[config.mk]
export PLATFORM = sky130hd
export DESIGN_NAME = proc_control_fsm_flat
export DESIGN_NICKNAME = d
export VERILOG_FILES = /design/src/rtl/proc_control_fsm_if.sv /design/src/rtl/proc_control_fsm.sv /design/src/flat_wrapper.sv
export SDC_FILE = /design/constraint.sdc
export NUM_CORES = 1
export LEC_CHECK = 0
export BUFFER_PORTS_ARGS = -buffer_cell sky130_fd_sc_hd__buf_2
export CAP_MARGIN = 20
export CORE_ASPECT_RATIO = 0.8
export CORE_MARGIN = 2
export CORE_UTILIZATION = 41
export DETAILED_ROUTE_END_ITERATION = 8
export MAX_ROUTING_LAYER = met4
export PLACE_DENSITY = 0.83
export RECOVER_POWER = 50
export SLEW_MARGIN = 20
export SYNTH_ARGS = -nofsm -noshare
export SYNTH_HDL_FRONTEND = slang
export SYNTH_SLANG_ARGS = --single-unit
[constraint.sdc]
create_clock -name Clock -period 1.83 [get_ports Clock]
set_clock_uncertainty 0.2 [all_clocks]
set_input_delay 0.183 -clock Clock [delete_from_list [all_inputs] [get_ports Clock]]
set_output_delay 0.183 -clock Clock [all_outputs]
set_load 0.02 [all_outputs]
[src/rtl/proc_control_fsm_if.sv]
// Bundles the instruction input, run request and all datapath control lines
// exchanged between the control FSM and the surrounding CPU datapath.
interface proc_control_fsm_if #(
    parameter int WORD = 16
);
    logic            Run;
    logic [WORD-1:0] din;
    logic [3:0]      select;
    logic [7:0]      Rin;
    logic            Ain;
    logic            Gin;
    logic [1:0]      alu_op;
    logic            Done;
    logic [8:0]      ir;

    modport master (
        output Run, din,
        input  select, Rin, Ain, Gin, alu_op, Done, ir
    );

    modport slave (
        input  Run, din,
        output select, Rin, Ain, Gin, alu_op, Done, ir
    );
endinterface

[src/rtl/proc_control_fsm.sv]
// Instruction control unit: latches a 9-bit instruction in T0 and sequences
// the bus-mux select and register/A/G load enables through T1..T3.
module proc_control_fsm #(
    parameter int WORD = 16
) (
    input  logic                 Clock,
    input  logic                 Resetn,
    proc_control_fsm_if.slave    bus
);

    // One-hot encoding leaves spare codes, all of which fall back to T0.
    typedef enum logic [3:0] {
        T0 = 4'b0001,
        T1 = 4'b0010,
        T2 = 4'b0100,
        T3 = 4'b1000
    } state_t;

    localparam logic [2:0] OP_MV  = 3'b000;
    localparam logic [2:0] OP_MVI = 3'b001;
    localparam logic [2:0] OP_ADD = 3'b010;
    localparam logic [2:0] OP_SUB = 3'b011;
    localparam logic [2:0] OP_AND = 3'b100;

    localparam logic [3:0] SEL_G    = 4'd8;
    localparam logic [3:0] SEL_DIN  = 4'd9;
    localparam logic [3:0] SEL_IDLE = 4'hF;

    function automatic logic [7:0] reg_onehot(input logic [2:0] idx);
        reg_onehot = 8'b0000_0001 << idx;
    endfunction

    function automatic logic is_alu_op(input logic [2:0] op);
        is_alu_op = (op == OP_ADD) || (op == OP_SUB) || (op == OP_AND);
    endfunction

    function automatic logic [1:0] alu_code(input logic [2:0] op);
        case (op)
            OP_SUB:  alu_code = 2'b01;
            OP_AND:  alu_code = 2'b10;
            default: alu_code = 2'b00;
        endcase
    endfunction

    state_t     state_r;
    state_t     next_s;
    logic [8:0] ir_r;

    logic [2:0] op_s;
    logic [2:0] rx_s;
    logic [2:0] ry_s;

    logic [3:0] select_s;
    logic [7:0] rin_s;
    logic       ain_s;
    logic       gin_s;
    logic [1:0] alu_op_s;
    logic       done_s;

    assign op_s = ir_r[8:6];
    assign rx_s = ir_r[5:3];
    assign ry_s = ir_r[2:0];

    // Timing state register.
    always_ff @(posedge Clock or negedge Resetn) begin
        if (!Resetn) begin
            state_r <= T0;
        end else begin
            state_r <= next_s;
        end
    end

    // Instruction register: loads only when a Run request is accepted in T0.
    always_ff @(posedge Clock or negedge Resetn) begin
        if (!Resetn) begin
            ir_r <= 9'd0;
        end else if ((state_r == T0) && bus.Run) begin
            ir_r <= bus.din[8:0];
        end else begin
            ir_r <= ir_r;
        end
    end

    // Next-state and control decode; outputs stay idle while reset is held.
    always_comb begin
        next_s   = state_r;
        select_s = SEL_IDLE;
        rin_s    = 8'h00;
        ain_s    = 1'b0;
        gin_s    = 1'b0;
        alu_op_s = 2'b00;
        done_s   = 1'b0;
        if (!Resetn) begin
            next_s = T0;
        end else begin
            case (state_r)
                T0: begin
                    if (bus.Run) begin
                        next_s = T1;
                    end else begin
                        next_s = T0;
                    end
                end
                T1: begin
                    case (op_s)
                        OP_MV: begin
                            select_s = {1'b0, ry_s};
                            rin_s    = reg_onehot(rx_s);
                            done_s   = 1'b1;
                            next_s   = T0;
                        end
                        OP_MVI: begin
                            select_s = SEL_DIN;
                            rin_s    = reg_onehot(rx_s);
                            done_s   = 1'b1;
                            next_s   = T0;
                        end
                        OP_ADD, OP_SUB, OP_AND: begin
                            select_s = {1'b0, rx_s};
                            ain_s    = 1'b1;
                            next_s   = T2;
                        end
                        default: begin
                            done_s = 1'b1;
                            next_s = T0;
                        end
                    endcase
                end
                T2: begin
                    // Only ALU opcodes reach T2; anything else is abandoned quietly.
                    if (is_alu_op(op_s)) begin
                        select_s = {1'b0, ry_s};
                        gin_s    = 1'b1;
                        alu_op_s = alu_code(op_s);
                        next_s   = T3;
                    end else begin
                        next_s = T0;
                    end
                end
                T3: begin
                    if (is_alu_op(op_s)) begin
                        select_s = SEL_G;
                        rin_s    = reg_onehot(rx_s);
                        done_s   = 1'b1;
                    end else begin
                        done_s = 1'b0;
                    end
                    next_s = T0;
                end
                default: begin
                    next_s = T0;
                end
            endcase
        end
    end

    assign bus.select = select_s;
    assign bus.Rin    = rin_s;
    assign bus.Ain    = ain_s;
    assign bus.Gin    = gin_s;
    assign bus.alu_op = alu_op_s;
    assign bus.Done   = done_s;
    assign bus.ir     = ir_r;

endmodule

[src/flat_wrapper.sv]
// flat-port wrapper written by rule: the top's interface ports become plain ports
module proc_control_fsm_flat 
#(
    parameter int WORD = 16
)
  (Clock, Resetn, bus_Run, bus_din, bus_select, bus_Rin, bus_Ain, bus_Gin, bus_alu_op, bus_Done, bus_ir);
  proc_control_fsm_if #(.WORD(WORD)) bus_i ();
  input  logic Clock;
  input  logic Resetn;
  input wire logic [$bits(bus_i.Run)-1:0] bus_Run;
  input wire logic [$bits(bus_i.din)-1:0] bus_din;
  output wire logic [$bits(bus_i.select)-1:0] bus_select;
  output wire logic [$bits(bus_i.Rin)-1:0] bus_Rin;
  output wire logic [$bits(bus_i.Ain)-1:0] bus_Ain;
  output wire logic [$bits(bus_i.Gin)-1:0] bus_Gin;
  output wire logic [$bits(bus_i.alu_op)-1:0] bus_alu_op;
  output wire logic [$bits(bus_i.Done)-1:0] bus_Done;
  output wire logic [$bits(bus_i.ir)-1:0] bus_ir;
  assign bus_i.Run = bus_Run;
  assign bus_i.din = bus_din;
  assign bus_select = bus_i.select;
  assign bus_Rin = bus_i.Rin;
  assign bus_Ain = bus_i.Ain;
  assign bus_Gin = bus_i.Gin;
  assign bus_alu_op = bus_i.alu_op;
  assign bus_Done = bus_i.Done;
  assign bus_ir = bus_i.ir;
  proc_control_fsm #(.WORD(WORD)) u_core (.Clock(Clock), .Resetn(Resetn), .bus(bus_i));
endmodule
# Word-level counts from Yosys, hierarchy flattened
# Cells that the tools add are included.
[word_totals] ff_bits=13 latch_bits=0 ramBits=0 rom_bits=0 inputBits=19 output_inout_bits=26 elab_cells=44 mem_count=0
[op_classes] addsub=0 multipliers=0 div_mod_pow=0 n_lt_le_gt_ge=0 n_eq_ne=8 shift=1 mux=27 bitwise_logic=0 n_reduce_logical=6
[op_table] operator="case mux 4 bit (3 select lines)" count=3
[op_table] operator="two-way mux 8 bit" count=3
[op_table] operator="two-way mux 4 bit" count=4
[op_table] operator="case mux 8 bit (2 select lines)" count=1
[op_table] operator="two-way mux 1 bit" count=8
[op_table] operator="two-way mux 2 bit" count=4
[op_table] operator="left shift 1 x 3 -> 8 bit (first input constant)" count=1
[op_table] operator="== test 3 x 2 -> 1 bit (second input constant)" count=2
[op_table] operator="two-way mux 3 bit" count=2
[op_table] operator="== test 4 x 1 -> 1 bit (second input constant)" count=1
[op_table] operator="== test 4 x 2 -> 1 bit (second input constant)" count=1
[op_table] operator="== test 4 x 3 -> 1 bit (second input constant)" count=1
[op_table] operator="== test 4 bit (second input constant)" count=1
[op_table] operator="case mux 2 bit (2 select lines)" count=1
[op_table] operator="== test 3 x 1 -> 1 bit (second input constant)" count=1
[op_table] operator="== test 3 bit (second input constant)" count=1
[op_table] operator="logical NOT 3 bit" count=1
[op_table] operator="OR reduction 3 bit" count=1
[op_table] operator="logical OR 1 bit" count=2
[op_table] operator="case mux 1 bit (2 select lines)" count=1
[op_table] operator="OR reduction 2 bit" count=1
[op_table] operator="logical AND 1 bit" count=1

# Longest topological paths before layout
[logic_depth] depth_word=6 mapped_depth=5 depth_no_buf=4

# Worst setup path before layout
# No wires, ideal clock.
[synth_path] kind="flip-flop to output port" from="register u_core.ir_r[8] (netlist: u_core.bus.ir[8])" to="output port bus_Rin[0]" arrival_time_ns=1.918 required_ns=1.447 setup_slack_ns=-0.471 path_stages_with_launch=6 n_path_buf=1 path_cell_list="dfrtp_1 buf_4 or3b_1 nand2_2 a22oi_4 nor4_1"
[synth_via] elab_chain_len=6 word_cells_on_any_way=12
[synth_rtl] item="start, declared" line="proc_control_fsm.sv:47" text="logic [8:0] ir_r;"
[synth_rtl] item="start signal, assigned" line="proc_control_fsm.sv:78" text="ir_r <= bus.din[8:0];"
[synth_rtl] item="start signal, assigned" line="proc_control_fsm.sv:80" text="ir_r <= ir_r;"
[synth_rtl] item="== test 3 x 2 -> 1 bit" line="proc_control_fsm.sv:34" text="is_alu_op = (op == OP_ADD) || (op == OP_SUB) || (op == OP_AND);"
[synth_rtl] item="logical OR 1 bit (2 in series)" line="proc_control_fsm.sv:34"
[synth_rtl] item="two-way mux 8 bit" line="proc_control_fsm.sv:141" text="if (is_alu_op(op_s)) begin"
[synth_rtl] item="case mux 8 bit (2 select lines) (*)" line="proc_control_fsm.sv:96" text="case (state_r)"
[synth_rtl] item="two-way mux 8 bit (*)" line="proc_control_fsm.sv:93" text="if (!Resetn) begin"
[synth_rtl] item="end, declared" line="flat_wrapper.sv:13" text="output wire logic [$bits(bus_i.Rin)-1:0] bus_Rin;"
# Mark *: on every way between the ends. The rest lies on a longest branch, timed or not.

# Final worst setup path
[layout_path] from="register u_core.state_r[3]" to="output port bus_select[2]"
[layout_via] elab_chain_len=3 word_cells_on_any_way=5
[layout_rtl] item="start, declared" line="proc_control_fsm.sv:45" text="state_t state_r;"
[layout_rtl] item="start signal, assigned" line="proc_control_fsm.sv:69" text="state_r <= next_s;"
[layout_rtl] item="== test 4 bit, or another cell as far along" line="proc_control_fsm.sv:96"
[layout_rtl] item="case mux 4 bit (3 select lines) (*)" line="proc_control_fsm.sv:96"
[layout_rtl] item="two-way mux 4 bit (*)" line="proc_control_fsm.sv:93"
[layout_rtl] item="end, declared" line="flat_wrapper.sv:12" text="output wire logic [$bits(bus_i.select)-1:0] bus_select;"
# Marks and branches as above.

==> impl_metrics.env <==
export IMPL_violations="setup timing"
export IMPL_num_fill_cells=108
export IMPL_timing_final_hold_violations=0
export IMPL_rr_endpoint="u_core.state_r[0]$_DFF_PN1_"
export IMPL_cts_htree_levels=1
export IMPL_switchingPower_uw=440
export IMPL_worst_path_required_time_ns=1.45
export IMPL_drc=0
export IMPL_p_clk_share_pct=17.0
export IMPL_whs_path_depth=4
export IMPL_grt_antenna_before_repair=0
export IMPL_layout_setup_ws_ns=-0.477
export IMPL_tritoncts="done"
export IMPL_pwr_per_cell_area_nw_per_um2=595
export IMPL_share_seq_of_total_power_pct=36.5
export IMPL_worstSkewPairLatency_ns=0.27
export IMPL_synth_edf_count=0
export IMPL_layout_drive_gt1_share_pct=68.2
export IMPL_vias=1175
export IMPL_design_power_total_mw=1.08
export IMPL_place_detailed_hpwl_um=2130
export IMPL_timing_final_max_slew_violations=0
export IMPL_synth_distinct_cells=42
export IMPL_detailed_place_area_um2=1410
export IMPL_post_synth_cell_area_avg_um2=10.1
export IMPL_worst_hold_startpoint="bus_Run"
export IMPL_worst_path_max_delay_cell="sky130_fd_sc_hd__dfrtp_2"
export IMPL_final_cells=198
export IMPL_worst_hold_path_type="input port to flop"
export IMPL_tritoncts_num_buffers=3
export IMPL_path_clk_slew_ns=0.09
export IMPL_r2r_worst_path_cells=6
export IMPL_placementRows=15
export IMPL_io_buffers=37
export IMPL_synth_top_flop_cell="sky130_fd_sc_hd__dfrtp_1"
export IMPL_postLayoutCellArea_um2=1810
export IMPL_ys_top_cells_by_area="sky130_fd_sc_hd__dfrtp_1, sky130_fd_sc_hd__mux2_2, sky130_fd_sc_hd__nor4b_2, sky130_fd_sc_hd__nor2_1, sky130_fd_sc_hd__dfstp_2"
export IMPL_worst_ir_drop_vdd_mv=0.677
export IMPL_max_clock_freq_mhz=433
export IMPL_cts_sink_count=13
export IMPL_firstDrtPassIters=4
export IMPL_crit_path_cell_trace="buf_6 > nor4b_4 > buf_4 > buf_4 > o21ai_1 > nand4b_1 > buf_6"
export IMPL_min_period_over_period_pct=126
export IMPL_finish_net_count=193
export IMPL_worstSetupPathType="flop to primary output"
export IMPL_power_combinational_fraction_pct=46.5
export IMPL_syn_nets=116
export IMPL_wire_length_of_the_first_global_routing_pass_um=5310
export IMPL_tightestPinTransition_ns=0.610
export IMPL_cellInternalPower_uw=637
export IMPL_antenna_left=0
export IMPL_insertedDiodeCount=0
export IMPL_place_gp_congestion=0.867
export IMPL_timing_critical_path_arrival_ns=1.92
export IMPL_cts_root_to_sink_buffers=2
export IMPL_die_width_um=58.5
export IMPL_globalRouteOverflowTotal=0
export IMPL_initial_core_util_pct=44.4
export IMPL_synth_largest_area_cell="sky130_fd_sc_hd__dfrtp_1"
export IMPL_avgRoutedWirePerCell_um=20.1
export IMPL_run_status="finished with violations"
export IMPL_dr_first_iter_drc_count=54
export IMPL_timing_reg2reg_setup_slack_ns=-0.03
export IMPL_syn_instance_count=97
export IMPL_detail_route_vias_per_cell=5.93
export IMPL_floorplan_die_area_um2=2790
export IMPL_p_leak_nw=0.819
export IMPL_count_of_placed_standard_cells_including_taps=175
export IMPL_die_height_um=47.6
export IMPL_syn_cell_area_um2=976
export IMPL_layout_common_cells="sky130_fd_sc_hd__buf_4, sky130_fd_sc_hd__buf_2, sky130_fd_sc_hd__buf_6, sky130_fd_sc_hd__mux2_2, sky130_fd_sc_hd__dlygate4sd3_1"
export IMPL_synthArstFlopShare_pct=100
export IMPL_cp_start_kind="flop"
export IMPL_floorplan_core_area_um2=2200
export IMPL_unrepaired_setup_endpoints_after_global_routing="true"
export IMPL_regToRegStartpoint="u_core.state_r[3]$_DFF_PN0_"
export IMPL_ioPinCount=45
export IMPL_wl_um=3980
export IMPL_synth_top_cell_area_share_pct=30.8
export IMPL_drv_max_cap_violation_count=0
export IMPL_synth_seq_area_share_pct=33.5
export IMPL_hold_path_endpoint="u_core.state_r[1]$_DFF_PN0_"
export IMPL_cp_end_kind="primary output"
export IMPL_report_final_setup_viol=18
export IMPL_power_switching_fraction_pct=40.8
export IMPL_utilization_pct=82.3
export IMPL_timing_slew_headroom_pct=59.2
export IMPL_layout_commonest_cell="sky130_fd_sc_hd__buf_4"
export IMPL_yosysWarningCount=0
export IMPL_clock_root_buffer="sky130_fd_sc_hd__clkbuf_4"
export IMPL_grtUsageTotal_pct=27.0
export IMPL_worst_path_max_fanout=5
export IMPL_grt_max_degree=14
export IMPL_layout_area_overhead_vs_synth_pct=85.3
export IMPL_slowest_delay_ns=0.48
export IMPL_ys_ff_latch=13
export IMPL_vias_in_the_first_global_route=1109
export IMPL_shortest_clock_period_the_worst_path_allows_after_layout_ns=2.31
==> logic make-up (layout without fill, tap and decap cells) <==
| logic type | Yosys count | in the layout | share of synthesized area [%] |
|---|---|---|---|
| xor gates and xnor gates | 2 | 2 | 1.80 |
| AOI/OAI and AO/OA | 14 | 14 | 11.4 |
| muxes | 11 | 11 | 12.6 |
| buffers and inverters | 11 | 87 | 5.77 |
| and+or+nand+nor | 46 | 46 | 35.0 |
| DFF | 13 | 13 | 33.5 |
==> flip-flops by register name, summed over array words and instances, names as in the netlist <==
name,flops
u_core.bus.ir,9
u_core.state_r,4
==> layer usage <==
metal / vias up / track usage [%] / wire length (um)
li1: 509 / - / -
met1: 573 / 30.9 / 1500
met2: 79 / 51.7 / 2100
met3: 14 / 3.24 / 276
met4: 0 / 6.05 / 99
met5: - / - / 0
==> worst max-delay path: cells and delay by family, from the launching register on <==
family	cells	cell delay (ns)
AO/OA/AOI/OAI	1	0.07
AND/OR/NAND/NOR	2	0.52
buffers and inverters	4	0.59
flip-flops	1	0.48
==> worst max-delay path by stage <==
stage / start / slack (ns) / end
floorplan: u_core.bus.ir[8]$_DFFE_PN0P_ / -0.13 / bus_Rin[3]
global placement: u_core.state_r[3]$_DFF_PN0_ / -0.14 / bus_Rin[3]
detailed placement: u_core.state_r[0]$_DFF_PN1_ / -0.20 / bus_Rin[3]
CTS: u_core.state_r[3]$_DFF_PN0_ / -0.42 / bus_Rin[3]
global route: u_core.state_r[3]$_DFF_PN0_ / -0.55 / bus_select[0]
finish: u_core.state_r[3]$_DFF_PN0_ / -0.48 / bus_select[2]
==> what timing repair did <==
action	4_1_cts	5_1_grt
endpoints found under the hold margin	22	0
hold buffers	10	0
setup endpoints to repair	17	18
pin swaps	9	15
gates resized for setup	38	19
buffers inserted	6	4
==> stage by stage <==
stage                     TNS (ns)  setup WS [ns]  hold slack [ns]
after floorplan             -0.797         -0.128           -0.313
after detailed placement     -1.53         -0.196          -0.0373
after global routing         -7.70         -0.546            0.211
final                        -6.71         -0.477            0.209
after global placement       -1.08         -0.140          -0.0392
after CTS                    -5.35         -0.419            0.139
==> final cells by class <==
type | count | area [um^2] | share of cell area [%]
timing repair buffer | 79 | 628 | 34.7
sequential | 13 | 334 | 18.5
inverter | 4 | 15.0 | 0.830
clock buffer | 4 | 26.3 | 1.45
tap | 25 | 31.3 | 1.73
multi-input combinational | 73 | 773 | 42.8
==> power by group through the flow <==
stage | clock network, mW | logic [mW] | registers (mW)
final | 0.183 | 0.500 | 0.393
after global routing | 0.201 | 0.518 | 0.396
after CTS | 0.180 | 0.456 | 0.386
after detailed placement | 0 | 0.392 | 0.389
after global placement | 0 | 0.377 | 0.383
after floorplan | 0 | 0.208 | 0.416
==> Yosys cell counts, drive strengths merged, types with 2 or more instances <==
| library cell | count |
|---|---|
| o21ai | 2 |
| nor2 | 10 |
| a21oi | 3 |
| mux2 | 10 |
| or2b | 2 |
| nand2 | 8 |
| nor4b | 6 |
| buf | 6 |
| or3b | 2 |
| nor4 | 3 |
| nand2b | 2 |
| inv | 4 |
| xnor2 | 2 |
| and3 | 2 |
| nand3 | 3 |
| and4bb | 2 |
| dfrtp | 12 |
(Power assumes the default switching activity.)
